===== config.mk =====
export PLATFORM = sky130hd
export DESIGN_NAME = pc_sequencer
export DESIGN_NICKNAME = d
export VERILOG_FILES = /design/src/rtl/pc_sequencer.sv
export SDC_FILE = /design/constraint.sdc
export NUM_CORES = 1
export LEC_CHECK = 0
export ABC_AREA = 0
export CAP_MARGIN = 0
export CELL_PAD_IN_SITES_DETAIL_PLACEMENT = 2
export CELL_PAD_IN_SITES_GLOBAL_PLACEMENT = 2
export CORE_MARGIN = 2
export CORE_UTILIZATION = 25
export DETAILED_ROUTE_END_ITERATION = 10
export MAX_ROUTING_LAYER = met4
export PLACE_DENSITY = 0.83
export SLEW_MARGIN = 40
export SYNTH_ARGS = -nofsm -noshare
export SYNTH_HDL_FRONTEND = slang
export SYNTH_SLANG_ARGS = --single-unit

===== constraint.sdc =====
create_clock -name clk -period 3 [get_ports clk]
set_clock_uncertainty 0.15 [all_clocks]
set_input_delay 0.6 -clock clk [delete_from_list [all_inputs] [get_ports clk]]
set_output_delay 0.6 -clock clk [all_outputs]
set_load 0.02 [all_outputs]

===== src/rtl/pc_sequencer.sv =====
// rtl/pc_sequencer.sv - program-counter sequencer with fetch handshake and conditional jumps
module pc_sequencer #(
    parameter int                    DATA_WIDTH = 8,
    parameter logic [DATA_WIDTH-1:0] RESET_ADDR = '0,
    parameter int                    CNT_WIDTH  = 16
) (
    input  logic                  clk,
    input  logic                  rst_n,
    input  logic                  i_start,
    input  logic                  i_halt,
    input  logic                  i_fetch_ack,
    input  logic                  i_done,
    input  logic                  i_jump_valid,
    input  logic [DATA_WIDTH-1:0] i_operand0,
    input  logic [DATA_WIDTH-1:0] i_operand1,
    input  logic [DATA_WIDTH-1:0] i_direct_addr,
    output logic                  o_fetch_req,
    output logic [DATA_WIDTH-1:0] o_fetch_addr,
    output logic                  o_instr_valid,
    output logic [DATA_WIDTH-1:0] o_pc,
    output logic                  o_taken,
    output logic                  o_flush,
    output logic                  o_busy,
    output logic                  o_halted,
    output logic [CNT_WIDTH-1:0]  o_jump_count
);

    typedef enum logic [1:0] {
        IDLE  = 2'd0,
        FETCH = 2'd1,
        ISSUE = 2'd2,
        HALT  = 2'd3
    } state_t;

    localparam logic [CNT_WIDTH-1:0] CNT_MAX = '1;

    state_t state;
    logic   operands_equal;

    assign operands_equal = (i_operand0 == i_operand1);
    assign o_fetch_addr   = o_pc;

    always_ff @(posedge clk or negedge rst_n) begin
        if (!rst_n) begin
            state         <= IDLE;
            o_pc          <= RESET_ADDR;
            o_fetch_req   <= 1'b0;
            o_instr_valid <= 1'b0;
            o_taken       <= 1'b0;
            o_flush       <= 1'b0;
            o_busy        <= 1'b0;
            o_halted      <= 1'b0;
            o_jump_count  <= '0;
        end else begin
            o_instr_valid <= 1'b0;
            o_taken       <= 1'b0;
            o_flush       <= 1'b0;
            case (state)
                IDLE, HALT: begin
                    if (i_start) begin
                        state       <= FETCH;
                        o_pc        <= RESET_ADDR;
                        o_fetch_req <= 1'b1;
                        o_busy      <= 1'b1;
                        o_halted    <= 1'b0;
                    end
                end
                FETCH: begin
                    if (o_fetch_req && i_fetch_ack) begin
                        state         <= ISSUE;
                        o_fetch_req   <= 1'b0;
                        o_instr_valid <= 1'b1;
                    end
                end
                ISSUE: begin
                    // Halt wins over everything presented in the same cycle.
                    if (i_halt) begin
                        state    <= HALT;
                        o_busy   <= 1'b0;
                        o_halted <= 1'b1;
                    end else if (i_jump_valid) begin
                        state       <= FETCH;
                        o_fetch_req <= 1'b1;
                        if (operands_equal) begin
                            o_pc    <= i_direct_addr;
                            o_taken <= 1'b1;
                            o_flush <= 1'b1;
                            if (o_jump_count != CNT_MAX) begin
                                o_jump_count <= o_jump_count + 1'b1;
                            end
                        end else begin
                            o_pc <= o_pc + 1'b1;
                        end
                    end else if (i_done) begin
                        state       <= FETCH;
                        o_fetch_req <= 1'b1;
                        o_pc        <= o_pc + 1'b1;
                    end
                end
                default: state <= IDLE;
            endcase
        end
    end

endmodule


After elaboration in Yosys (flattened, before gate mapping)
Cells that the tools add are included.
{"block": "word_totals", "reg_bits": 31, "input_bits": 31, "out_inout_bits": 38, "elab_cells": 60}
{"block": "op_classes", "add_sub_neg": 2, "eq_ne": 11, "mux": 29, "n_bitwise": 1, "n_reduce_logical": 9}
{"op": "two-way mux 8 bit", "count": 5}
{"op": "adder 16 x 1 -> 16 bit (second input constant)", "count": 1}
{"op": "!= test 16 bit (second input constant)", "count": 1}
{"op": "one-hot mux 8 bit (2 select lines)", "count": 1}
{"op": "two-way mux 1 bit", "count": 14}
{"op": "two-way mux 2 bit", "count": 5}
{"op": "adder 8 x 1 -> 8 bit (second input constant)", "count": 1}
{"op": "equality test 8 bit", "count": 1}
{"op": "!= test 2 bit (second input constant)", "count": 4}
{"op": "AND reduction 4 bit", "count": 2}
{"op": "one-hot mux 2 bit (3 select lines)", "count": 1}
{"op": "AND reduction 3 bit", "count": 2}
{"op": "AND reduction 5 bit", "count": 1}
{"op": "equality test 2 bit (second input constant)", "count": 2}
{"op": "!= test 4 bit (second input constant)", "count": 1}
{"op": "one-hot mux 1 bit (2 select lines)", "count": 2}
{"op": "!= test 3 bit (second input constant)", "count": 1}
{"op": "one-hot mux 1 bit (3 select lines)", "count": 1}
{"op": "equality test 2 x 1 -> 1 bit (second input constant)", "count": 1}
{"op": "logical NOT 2 bit", "count": 1}
{"op": "nonzero test 2 bit", "count": 1}
{"op": "OR reduction 2 bit", "count": 1}
{"op": "logical AND 1 bit", "count": 1}
{"op": "NOT 1 bit", "count": 1}

Depth between registers and ports, before layout
{"block": "depth", "ltp_word": 5, "depth_mapped": 8, "mapped_depth_nobuf": 8}

Worst setup path after synthesis
Ideal clock, no wire load.
{"block": "synth_path", "path_kind": "input -> register", "from": "in i_operand1[7]", "to": "reg o_jump_count[11]", "setup_time_ns": 0.130, "arrival_ns": 1.938, "required_ns": 2.720, "setup_slack_ns": 0.782, "path_stages": 7, "path_cell_list": "xor2_1 > nor4_2 > nand4_2 > a211oi_4 > buf_6 > nand4b_1 > xnor2_1"}
{"block": "synth_via", "elab_chain_cells": 2}
{"item": "start: declaration", "line": "15", "source": "input logic [DATA_WIDTH-1:0] i_operand1,"}
{"item": "equality test 8 bit", "line": "40", "source": "assign operands_equal = (i_operand0 == i_operand1);"}
{"item": "AND reduction 5 bit (no line)"}
{"item": "end signal: assignment", "line": "89", "source": "o_jump_count <= o_jump_count + 1'b1;"}
{"item": "end: declaration", "line": "25", "source": "output logic [CNT_WIDTH-1:0] o_jump_count"}
Every way passes these cells.
A chain may end at the register's enable or synchronous reset.

Final worst setup path
{"block": "layout_path", "from": "in i_operand1[7]", "to": "reg o_jump_count[1]"}
Same word-level chain as after synthesis.

==> PnR_summary.wiki <==
{| class="wikitable"
! Metric !! Value
|-
| Area share of and/or/nand/nor cells after synthesis || 0.206
|-
| Worst-case register-to-register setup slack || ~0.8 ns
|-
| Pin count of the biggest net entering global routing || 32
|-
| Proportion of netlist area held by the largest area contributor || 0.440
|-
| Critical path startpoint category || primary input
|-
| Post-synthesis cell area || 0.00176 sq mm
|-
| Result of the run || finished clean
|-
| Initial antenna violation count || 0
|-
| Residual antenna-violating net count after detailed routing || 0
|-
| Cell at the root of the clock tree || clkbuf_8
|-
| Area used by multi-input combinational logic || 882 sq um
|-
| Post-layout util || 0.385
|-
| Per-cell via count in the routed design || 4.58
|-
| Hold path cells || 1
|-
| Clock Path Buffers || 2
|-
| GRT Total Usage || 0.152
|-
| Setup repair after global routing missed its margin || false
|-
| Reg2Reg Capture Point || o_jump_count[1]$_DFFE_PN0P_
|-
| Data arrival at the endpoint of the critical path || 2.46 ns
|-
| DR vias || 1,563
|-
| Total power per unit cell area || 501 mW/mm^2
|-
| GR Overflow Total || 0
|-
| Number of instances resized during post-cts repair || 0
|-
| Leading cell type by number of instances after synthesis || dfrtp_1
|-
| H-Tree Level Count || 2
|-
| DRC marker count from the first detailed-route iteration || 36
|-
| Xor and xnor fraction of the mapped netlist area || 0.114
|-
| Top cell type by total area after synthesis || dfrtp_1
|-
| Hold Startpoint || o_jump_count[6]$_DFFE_PN0P_
|-
| Path type of the worst min-delay path || flop to flop
|-
| Main combinational cell family by area after synthesis || simple AND/OR/NAND/NOR gates
|-
| Worst-Skew Late Latency || between 0.2 and 0.3 ns
|-
| Synthesized instance count || 179
|-
| Count of standard-cell rows || 30
|-
| Clock input transition at the sequential cells of the worst setup and hold paths || 0.08 ns
|-
| Worst Hold Path EP || o_jump_count[6]$_DFFE_PN0P_
|-
| Slew Viols, Final || 0
|-
| F_max || 0.411 GHz
|-
| Yosys Warn Count || 0
|-
| Shortest clock period the worst path allows after layout || 2.44 ns
|-
| RR Startpoint || o_jump_count[3]$_DFFE_PN0P_
|-
| Synth top area cells || dfrtp_1 (44%), xnor2_1 (7.4%), and3_1 (4.6%)
|-
| Port-buffer cells || 68
|-
| Synth cell types || 30
|-
| Class of the most critical setup path || primary input to flop
|-
| Final routed wire length divided by cell count || 15.4 microns
|-
| CTS tree || done
|-
| Share of the synthesized area in compound gates (AO/OA/AOI/OAI) || 0.0929
|-
| Total Die Area || 0.00774 sq mm
|-
| Max capacitance violation total || 0
|-
| Crit path max fanout || 16
|-
| Number of buffers added to fix hold violations after cts || 0
|-
| Fill cells || 742
|-
| DRC violation count after routing || 0
|-
| Number of setup buffers added after CTS || 0
|-
| Core Footprint || approximately 0.0068 sq mm
|-
| Adder and majority cell fraction of the synthesized area || 0.0355
|-
| Top cell types by occurrence after synthesis || dfrtp_1 (31), nand2_1 (17), o21ai_0 (16), xnor2_1 (15), and3_1 (13)
|-
| HPWL after detailed placement || between 4 and 5 mm
|-
| Number of flops mapped to enable cells by yosys || 0
|-
| Final Net Count || 280
|-
| Leakage power summed over all cells || approximately 0.0012 uW
|-
| Syn_nets || 215
|-
| Pin slew with the least headroom to its limit || 0.427 ns
|-
| Num ports || 69
|-
| Most used flip-flop cell after synthesis || dfrtp_1
|-
| Required time at the worst-slack endpoint || 3.02 ns
|-
| Number of diodes added for antenna fixing || 0
|-
| Avg Synthesized Cell Area || 9.86 sq um
|-
| Final estimated routing congestion in global placement || between 0.7 and 0.8
|-
| Synthesis-to-finish area growth || 48.1%
|-
| Global-route wire length before repair || 8.89 mm
|-
| Cell depth of the worst flop-to-flop path || 6
|-
| CTS Buf Count || 5
|-
| Register area || 776 sq um
|-
| Fraction of layout instances using a drive strength above 1 || 0.0653
|-
| Die width || 88.0 microns
|-
| Maximum resistive drop on vdd || 0.000221 V
|-
| Hold Fails Final Rpt || 0
|-
| Share of synthesized flip-flops with an asynchronous set or reset || 1.00
|-
| Fraction of synthesized area in multiplexers || 0.0518
|-
| Final sum of negative setup slack || 0 ns
|-
| Max-Slew Margin vs Limit || 0.715
|-
| Kind of end point of the critical path || flop
|-
| Die height || 88.0 microns
|-
| Finish-stage setup viols || 0
|-
| Period utilisation layout || 0.812
|-
| Final wirelength || 5.25 mm
|-
| Number of iterations in the first detailed-routing pass || 4
|-
| Share of synthesized area occupied by flip-flops and latches || 0.440
|-
| Clock net sink count || 31
|-
| Post-synthesis sequential element count || 31
|-
| Starting utilization of the core area || 0.260
|-
| Vias in the first global route || 1,754
|}
## critical path, stage by stage
cell and delay [ns]:
clkdlybuf4s50_1 0.41, xor2_1 0.17, nor4_2 0.31, nand4_2 0.19, a211oi_4 0.17, buf_4 0.24, mux2_2 0.35
## cell families (layout without fill, tap and decap cells)
logic type / count (synthesis) / count (layout)
buffers and inverters: 17 / 83
adders and majority gates: 5 / 5
and+or+nand+nor: 68 / 68
xor gates and xnor gates: 23 / 23
DFF: 31 / 31
AOI/OAI and AO/OA: 26 / 26
muxes: 9 / 9
## worst max-delay path by stage
stage,cells past startpoint,slack (ns),start,end
after CTS,7,0.54,i_operand1[7],o_jump_count[1]$_DFFE_PN0P_
after global placement,7,0.29,i_operand1[7],o_jump_count[1]$_DFFE_PN0P_
final,7,0.56,i_operand1[7],o_jump_count[1]$_DFFE_PN0P_
after global routing,7,0.46,i_operand1[7],o_jump_count[1]$_DFFE_PN0P_
after floorplan,7,0.78,i_operand1[7],o_jump_count[11]$_DFFE_PN0P_
after detailed placement,7,0.23,i_operand1[7],o_jump_count[1]$_DFFE_PN0P_
## sequential cells by signal (all words and copies together), names as in the netlist
register and flops:
o_jump_count 16, o_flush 1, o_fetch_addr 8, state 2, o_busy 1, o_fetch_req 1
o_halted 1, o_instr_valid 1
## where the power goes
group / switching (uW) / internal [uW] / leakage (uW)
registers: 28.9 / 453 / 0.000422
clock network: 174 / 247 / 0.0000581
logic: 229 / 176 / 0.000675
total: 433 / 876 / 0.00116
## per-stage QoR
step	instances	setup slack (ns)	power, uW	hold slack [ns]	area (sq um)
finish	341	0.564	1310	0.345	2610
global route	341	0.463	1410	0.378	2610
CTS	341	0.537	1340	0.347	2610
detailed placement	333	0.232	906	0.336	2500
global placement	333	0.288	877	0.332	2500
floorplan	179	0.782	721	0.154	1760
## cell type report
class | instances | area share
tap | 96 | 0.0460
sequential | 31 | 0.297
inverter | 3 | 0.00431
timing repair buffer | 72 | 0.272
clock buffer | 5 | 0.0263
clock inverter | 3 | 0.0168
multi-input combinational | 131 | 0.338
## cells in the final DEF (no fill, tap or decap), types with 4 or more instances in the layout
| cell | count |
|---|---|
| xor2_1 | 8 |
| mux2i_1 | 8 |
| and3_1 | 13 |
| clkbuf_8 | 5 |
| nand4_1 | 5 |
| dfrtp_1 | 31 |
| a21oi_1 | 4 |
| nor2_1 | 9 |
| nand3_1 | 10 |
| nand2_1 | 17 |
| ha_1 | 5 |
| xnor2_1 | 15 |
| buf_4 | 4 |
| clkdlybuf4s50_1 | 68 |
| o21ai_0 | 16 |
## layer usage
layer	wire, microns	vias to the layer above	GRT usage	part of all wire
li1	-	740	-	-
met1	2320	774	0.190	0.44
met2	2650	44	0.258	0.51
met3	238	5	0.0302	0.045
met4	32	0	0.0294	0.0061
met5	0	-	-	0
No activity file was read; power rests on OpenSTA's default activity.
